==> config.mk <==
export PLATFORM = sky130hd
export DESIGN_NAME = stb_seq_ctrl
export DESIGN_NICKNAME = d
export VERILOG_FILES = /design/src/rtl/stb_seq_ctrl.sv
export SDC_FILE = /design/constraint.sdc
export NUM_CORES = 1
export LEC_CHECK = 0
export CORE_MARGIN = 10
export CORE_UTILIZATION = 30
export CTS_CLUSTER_SIZE = 40
export DETAILED_ROUTE_END_ITERATION = 7
export SLEW_MARGIN = 20
export SYNTH_ARGS = -nofsm -noshare
export SYNTH_HDL_FRONTEND = slang
export SYNTH_SLANG_ARGS = --single-unit
==> constraint.sdc <==
create_clock -name clk_i -period 11.6 [get_ports clk_i]
set_input_delay 3.48 -clock clk_i [delete_from_list [all_inputs] [get_ports clk_i]]
set_output_delay 3.48 -clock clk_i [all_outputs]
set_load 0.02 [all_outputs]
==> src/rtl/stb_seq_ctrl.sv <==
// Strobe acquisition sequencer: runs a burst of strobe requests,
// settles, samples the comparator and supervises timeouts and errors.
module stb_seq_ctrl #(
  parameter int N_WIDTH       = 16,
  parameter int TO_WIDTH      = 24,
  parameter int SETTLE_CYCLES = 4
) (
  input  logic                clk_i,
  input  logic                arstn_i,
  input  logic                start_i,
  input  logic                abort_i,
  input  logic [N_WIDTH-1:0]  num_samples_i,
  input  logic [TO_WIDTH-1:0] timeout_i,
  input  logic                gen_rdy_i,
  input  logic                gen_err_i,
  input  logic                stb_valid_i,
  input  logic [31:0]         stb_period_i,
  input  logic                cmp_i,
  output logic                stb_req_o,
  output logic                busy_o,
  output logic                done_o,
  output logic                err_o,
  output logic [1:0]          err_code_o,
  output logic [N_WIDTH-1:0]  hit_cnt_o,
  output logic [N_WIDTH-1:0]  smp_cnt_o,
  output logic [31:0]         period_o
);

  localparam int SW = (SETTLE_CYCLES > 1) ? $clog2(SETTLE_CYCLES) : 1;

  typedef enum logic [3:0] {
    IDLE, WAIT_RDY, REQ, WAIT_ACK, WAIT_VALID,
    SETTLE, SAMPLE, DONE, ERR
  } state_t;

  state_t              state, state_nxt;
  logic [N_WIDTH-1:0]  n_cap, n_cap_nxt;
  logic [TO_WIDTH-1:0] to_cap, to_cap_nxt;
  logic [TO_WIDTH-1:0] tmo_cnt, tmo_nxt;
  logic [SW-1:0]       settle_cnt, settle_nxt;
  logic                req_nxt, busy_nxt, done_nxt, err_nxt;
  logic [1:0]          code_nxt;
  logic [N_WIDTH-1:0]  hit_nxt, smp_nxt;
  logic [31:0]         period_nxt;

  logic                active, tmo_hit, wait_nxt;
  logic [N_WIDTH-1:0]  smp_inc, hit_inc;

  assign active = state inside {WAIT_RDY, REQ, WAIT_ACK,
                                WAIT_VALID, SETTLE, SAMPLE};
  assign tmo_hit = (to_cap != '0) &&
                   (tmo_cnt >= to_cap - TO_WIDTH'(1));
  assign smp_inc = (&smp_cnt_o) ? smp_cnt_o
                                : smp_cnt_o + N_WIDTH'(1);
  assign hit_inc = (&hit_cnt_o) ? hit_cnt_o
                                : hit_cnt_o + N_WIDTH'(1);

  always_comb begin
    state_nxt  = state;
    n_cap_nxt  = n_cap;
    to_cap_nxt = to_cap;
    settle_nxt = settle_cnt;
    err_nxt    = err_o;
    code_nxt   = err_code_o;
    hit_nxt    = hit_cnt_o;
    smp_nxt    = smp_cnt_o;
    period_nxt = period_o;
    if (active && abort_i) begin
      state_nxt = IDLE;
    end else if (active && gen_err_i) begin
      state_nxt = ERR;
      code_nxt  = 2'd1;
    end else begin
      unique case (state)
        IDLE: if (start_i) begin
          err_nxt    = 1'b0;
          code_nxt   = 2'd0;
          hit_nxt    = '0;
          smp_nxt    = '0;
          n_cap_nxt  = num_samples_i;
          to_cap_nxt = timeout_i;
          state_nxt  = (num_samples_i == '0) ? DONE : WAIT_RDY;
        end
        WAIT_RDY: if (gen_rdy_i) begin
          period_nxt = stb_period_i;
          state_nxt  = REQ;
        end else if (tmo_hit) begin
          state_nxt = ERR;
          code_nxt  = 2'd2;
        end
        REQ: state_nxt = WAIT_ACK;
        WAIT_ACK: if (!stb_valid_i) begin
          state_nxt = WAIT_VALID;
        end else if (tmo_hit) begin
          state_nxt = ERR;
          code_nxt  = 2'd3;
        end
        WAIT_VALID: if (stb_valid_i) begin
          state_nxt  = SETTLE;
          settle_nxt = SW'(SETTLE_CYCLES - 1);
        end else if (tmo_hit) begin
          state_nxt = ERR;
          code_nxt  = 2'd3;
        end
        SETTLE: if (settle_cnt == '0) begin
          state_nxt = SAMPLE;
        end else begin
          settle_nxt = settle_cnt - SW'(1);
        end
        SAMPLE: begin
          smp_nxt   = smp_inc;
          if (cmp_i) hit_nxt = hit_inc;
          state_nxt = (smp_inc == n_cap) ? DONE : REQ;
        end
        DONE:    state_nxt = IDLE;
        ERR:     state_nxt = IDLE;
        default: state_nxt = IDLE;
      endcase
    end

    // Each wait state gets a fresh timeout window on entry
    wait_nxt = state_nxt inside {WAIT_RDY, WAIT_ACK, WAIT_VALID};
    tmo_nxt  = tmo_cnt;
    if (wait_nxt && state_nxt != state) begin
      tmo_nxt = '0;
    end else if (wait_nxt && !(&tmo_cnt)) begin
      tmo_nxt = tmo_cnt + TO_WIDTH'(1);
    end

    req_nxt  = (state_nxt == REQ);
    done_nxt = (state_nxt == DONE);
    busy_nxt = !(state_nxt inside {IDLE, DONE, ERR});
    if (state_nxt == ERR) err_nxt = 1'b1;
  end

  always_ff @(posedge clk_i or negedge arstn_i) begin
    if (!arstn_i) begin
      state      <= IDLE;
      n_cap      <= '0;
      to_cap     <= '0;
      tmo_cnt    <= '0;
      settle_cnt <= '0;
      stb_req_o  <= 1'b0;
      busy_o     <= 1'b0;
      done_o     <= 1'b0;
      err_o      <= 1'b0;
      err_code_o <= 2'd0;
      hit_cnt_o  <= '0;
      smp_cnt_o  <= '0;
      period_o   <= '0;
    end else begin
      state      <= state_nxt;
      n_cap      <= n_cap_nxt;
      to_cap     <= to_cap_nxt;
      tmo_cnt    <= tmo_nxt;
      settle_cnt <= settle_nxt;
      stb_req_o  <= req_nxt;
      busy_o     <= busy_nxt;
      done_o     <= done_nxt;
      err_o      <= err_nxt;
      err_code_o <= code_nxt;
      hit_cnt_o  <= hit_nxt;
      smp_cnt_o  <= smp_nxt;
      period_o   <= period_nxt;
    end
  end

endmodule
### After elaboration in Yosys (flattened, before gate mapping)

Cells that the tools add are included.

* bits in registers: 140
* input bits: 80
* output and inout port bits: 70
* logic and storage cells: 113

* add/sub/neg operators: 5
* $lt $le $gt $ge: 1
* equality and inequality tests: 26
* multiplexer cells: 35
* bitwise logic cells: 2
* reductions and logical operators: 31

Operators with widths (count)
* two-way mux 16 bit: 4
* case mux 16 bit (2 select lines): 2
* two-way mux 24 bit: 2
* adder 16 x 1 -> 16 bit (second input constant): 2
* two-way mux 4 bit: 8
* AND reduction 16 bit: 2
* case mux 4 bit (7 select lines): 1
* adder 24 x 1 -> 24 bit (second input constant): 1
* greater-or-equal comparator 24 bit: 1
* AND reduction 24 bit: 1
* nonzero test 24 bit: 1
* subtractor 24 x 1 -> 24 bit (second input constant): 1
* equality test 4 x 3 -> 1 bit (second input constant): 5
* two-way mux 2 bit: 9
* equality test 16 bit: 1
* equality test 4 x 2 -> 1 bit (second input constant): 4
* logical NOT 16 bit: 1
* AND reduction 4 bit: 4
* != test 3 x 2 -> 1 bit (second input constant): 4
* != test 2 bit (second input constant): 5
* nonzero test 2 bit: 5
* equality test 4 x 1 -> 1 bit (second input constant): 2
* logical NOT 4 bit: 2
* case mux 2 bit (4 select lines): 1
* 18 further kinds: 31

### Depth between registers and ports, before layout

* depth in word-level cells: 13
* gate-level depth with buffers: 18
* gate-level depth less buffers: 16

### Least setup slack after synthesis

Ideal clock, no wire load.

* kind: input to register
* from: in stb_valid_i
* to: reg tmo_cnt[1]
* library setup time: 0.118 ns
* data arrival time: 5.434 ns
* data required time: 11.482 ns
* path slack: 6.047 ns
* cell stages on the path: 11
* path buffers: 2
* path through: nand3_1 > nor3_1 > or3b_2 > o21a_1 > nor2_1 > nor4b_2 > o21ai_1 > buf_2 > buf_2 > mux2i_1 > nor2_1

* cells in the longest elaborated chain, start to end: 8

RTL lines
* start: declaration: line 16 `input logic stb_valid_i,`
* two-way mux 4 bit (on tied branches): line 98, 92
* case mux 4 bit (7 select lines) *: line 74 `unique case (state)`
* two-way mux 4 bit *: line 70 `end else if (active && gen_err_i) begin`
* two-way mux 4 bit *: line 68 `if (active && abort_i) begin`
* named net state_nxt[1]: line 36 `state_t state, state_nxt;`
* equality test 4 x 1 -> 1 bit (tied with other cells): line 122 `wait_nxt = state_nxt inside {WAIT_RDY, WAIT_ACK, WAIT_VALID};`
* nonzero test 3 bit: line 122
* logical AND 1 bit (on tied branches): line 124, 126
* two-way mux 24 bit / nonzero test 2 bit (equally long branches)
* end signal: assignment: line 155 `tmo_cnt <= tmo_nxt;`
* end: declaration: line 39 `logic [TO_WIDTH-1:0] tmo_cnt, tmo_nxt;`

The timed path passes the listed nets; every way through them passes the cells marked *.
A chain may end at the register's enable or synchronous reset.

### Worst setup path after layout

* from: in start_i
* to: reg tmo_cnt[18]

* cells in the longest elaborated chain, start to end: 8

RTL lines
* start: declaration: line 10 `input logic start_i,`
* two-way mux 4 bit *: line 75 `IDLE: if (start_i) begin`
* case mux 4 bit (7 select lines) *: line 74
* two-way mux 4 bit *: line 70
* two-way mux 4 bit *: line 68
* equality test 4 x 1 -> 1 bit (tied with other cells): line 122
* nonzero test 3 bit: line 122
* logical AND 1 bit (on tied branches): line 124, 126
* two-way mux 24 bit / nonzero test 2 bit (equally long branches)

Mark *: on every way between the ends. The rest lies on a longest branch, timed or not.

==> run_results.csv <==
group,metric,value,unit
placed_design,io_buffers,149,
yosys,synth_warnings,0,
clock_network,htreeDepth,4,
critical_path,cpPeakStageDelay,750,ps
floorplanning,die-width,186,um
placed_design,dpl.hpwl,18200,um
global_routing,grt_pass1_vias,7250,
global_routing,grt_usage,14.2,%
sta,drv_slew,0,
floorplanning,io_pins,150,
yosys,yosysUniqueCellTypes,73,
clock_network,clk_pin_slew,70,ps
global_routing,antenna_found_initial,1,
sta,setup-violations-final,0,
sta,final-hold-violation-count,0,
pwr,internal_power,1.30,mW
sta,slew-limit-headroom,31.9,%
critical_path,crit_chain,"clkdlybuf4s50_1 > nand3_2 > nor2_1 > nor3_1 > o21a_1 > or2_1 > nor4b_2 > o21ai_1 > or4_1 > a21oi_1",
critical_path,path_depth,10,
global_routing,grt_max_degree,74,
yosys,netlist.area_leader.share,42.5,%
sta,finalCritPeriodShare,57.9,%
clock_network,clock_sinks,140,
floorplanning,fp-row-count,60,
clock_network,clock_path_buffers,2,
route,vias,7355,
pwr,p_sw,874,uW
min_path,whs_path_depth,1,
critical_path,ff2ff_path_depth,15,
critical_path,cp.required,11950,ps
critical_path,rrSetupSlack,5990,ps
clock_network,cts_resized,0,
critical_path,critPathCaptureType,"register",
floorplanning,core,27000,um2
yosys,synth_edf_count,0,
cells_and_area,final.fill_count,2726,
pwr,peakVddDrop,0.108,mV
route,wl,24600,um
route,routedWlPerCell,17.5,um
yosys,yosysTopAreaCell,"dfrtp_1",
route,vias_per_cell,5.24,
critical_path,cp_max_fo,43,
sta,worstMarginPinSlew,1010,ps
clock_network,cts_tree,"built",
clock_network,numCtsBuffers,17,
pwr,power.total,2.17,mW
pwr,p_leak,4.42,nW
clock_network,clk_latency,430,ps
yosys,synth.avg_cell_area,8.98,um2
cells_and_area,final_common_cell,"nand2_1",
global_routing,grt-ovfl-total,0,
sta,fin_worst_skew,12.3,ps
route,drc,0,
sta,max_freq,149,MHz
cells_and_area,layout-drive-gt1-share,8.58,%
route,drtIter0Drc,506,
critical_path,crit_family,"simple AND/OR/NAND/NOR gates",
critical_path,crit_arrival,7070,ps
yosys,async_flop_share,100,%
route,ant_nets,0,
clock_network,clock_tree.root_cell,"clkbuf_16",
cells_and_area,nets,1158,
yosys,syn_inst,919,
route,drtPass1Iterations,5,
floorplanning,die_y,186,um
pwr,swShare,40.2,%
global_routing,grt_pass1_wl,39100,um
pwr,pwr-share-clk,24.1,%
placed_design,gp_congestion,0.867,
flow_run,drv_cap,0,
yosys,ys_ff_latch,140,
sta,fin_setup_tns,0,ps
critical_path,critPathKind,"in2reg",
status,status,"complete, no violations",
min_path,hp-class,"reg2reg",
critical_path,cp-start-kind,"input pin",
yosys,yosysSeqAreaShare,42.5,%
pwr,seqPwrFrac,35.3,%
yosys,ys_dominant_reg_cell,"dfrtp_1",
floorplanning,initial_utilization,30.5,%
critical_path,crit_slowest_cell,"nand3_2",
cells_and_area,most-common-layout-cells,"168 x nand2_1, 148 x clkdlybuf4s50_1, 140 x dfrtp_1",
yosys,syn_area,8250,um2
critical_path,crit_buf_inv,1,
yosys,ys_top_cells_by_area,"dfrtp_1 42%, nand2_1 7.6%, mux2_2 5.2%, ha_1 4.6%, o21ai_0 3.0%",
clock_network,cts_setup_buffers,0,
floorplanning,die_area,34500,um2
pwr,p_comb_share,40.6,%
sta,rsz0062_at_grt,"false",
clock_network,cts-hold-fix-buffers,0,
pwr,p_per_area,206,nW/um2
cells_and_area,syn_to_final_growth,28.1,%
yosys,synth_nets,1029,
sta,period_needed,6720,ps
==> worst reg2reg max path, cell delays in order, from the launching register on <==
cell and delay [ps]:
dfrtp_1 470, or4_1 650, or3_1 360, nor4_1 240, xnor2_1 120, ha_1 300
nand4_1 140, a211oi_1 220, o21ai_0 190, a2111oi_2 670, o21bai_1 230, a21oi_1 470
nor4b_2 350, o21ai_1 360, or4_1 600, a21oi_1 170
==> state kept, by name (all words and copies together), names as in the netlist <==
register / cells
stb_req_o: 1
to_cap: 24
tmo_cnt: 24
busy_o: 1
err_code_o: 2
state: 4
err_o: 1
done_o: 1
settle_cnt: 2
n_cap: 16
hit_cnt_o: 16
smp_cnt_o: 16
period_o: 32
==> metal layers <==
metal  track usage, %  up-vias  part of all wire, %
met5                0        -                    0
met4             5.51        0                  2.1
met3             3.10       32                  4.6
met2             23.4      172                   49
met1             17.7     3581                   44
li1                 -     3570                    -
==> logic make-up (layout without fill, tap and decap cells) <==
logic type / after synthesis / after routing / share of synthesized area (%)
and+or+nand+nor: 428 / 428 / 26.1
AOI/OAI and AO/OA: 167 / 167 / 12.6
DFF: 140 / 140 / 42.5
buffers and inverters: 62 / 204 / 3.25
xor gates and xnor gates: 49 / 49 / 5.20
muxes: 43 / 43 / 5.79
adders and majority gates: 30 / 30 / 4.55
other: 0 / 1 / 0
==> path summary, 6_finish.rpt <==
kind / startpoint / to
setup / recovery: start_i / tmo_cnt[18]
setup reg to reg: to_cap[2] / tmo_cnt[18]
max in group asynchronous: arstn_i / period_o[9]
hold / removal: err_o / err_o
min in group asynchronous: arstn_i / err_code_o[1]
hold reg to reg: err_o / err_o
==> per-stage QoR <==
step | hold WS (ps) | util [%] | cell area, um2 | cells | worst slack [ps]
2_1_floorplan | 465 | - | 8250 | 919 | 6050
6_report | 491 | 39.1 | 10600 | 1403 | 4880
3_3_place_gp | 474 | 37.0 | 10000 | 1370 | 4590
4_1_cts | 494 | 39.1 | 10600 | 1402 | 4910
5_1_grt | 520 | 39.1 | 10600 | 1402 | 4570
3_5_place_dp | 478 | 37.0 | 10000 | 1370 | 4460
==> cell usage after synthesis (21+ instances only) <==
cell	instances
nand2_1	168
dfrtp_1	140
nor2_1	60
o21ai_0	50
a21oi_1	49
mux2_2	38
nand3_1	36
ha_1	30
xnor2_1	25
or3_1	24
xor2_1	24
and3_1	22
clkbuf_1	21
nor4_1	21
==> power groups by stage <==
stage,combinational (mW),clock (mW),sequential [mW]
2_1_floorplan,0.522,0,0.810
3_3_place_gp,0.877,0,0.772
3_5_place_dp,0.889,0,0.777
4_1_cts,0.894,0.536,0.768
5_1_grt,0.974,0.558,0.790
6_report,0.883,0.524,0.768
==> cell type report <==
class / count / area [um2] / area share [%]
multi-input cells: 717 / 4480 / 42.4
flip-flops and latches: 140 / 3500 / 33.2
repair buffers: 154 / 1530 / 14.5
well taps: 341 / 427 / 4.04
clock buffers: 17 / 425 / 4.03
clock inverters: 15 / 126 / 1.20
inverters: 18 / 67.6 / 0.639
diodes: 1 / 2.50 / 0.0237
No activity file was read; power rests on OpenSTA's default activity.
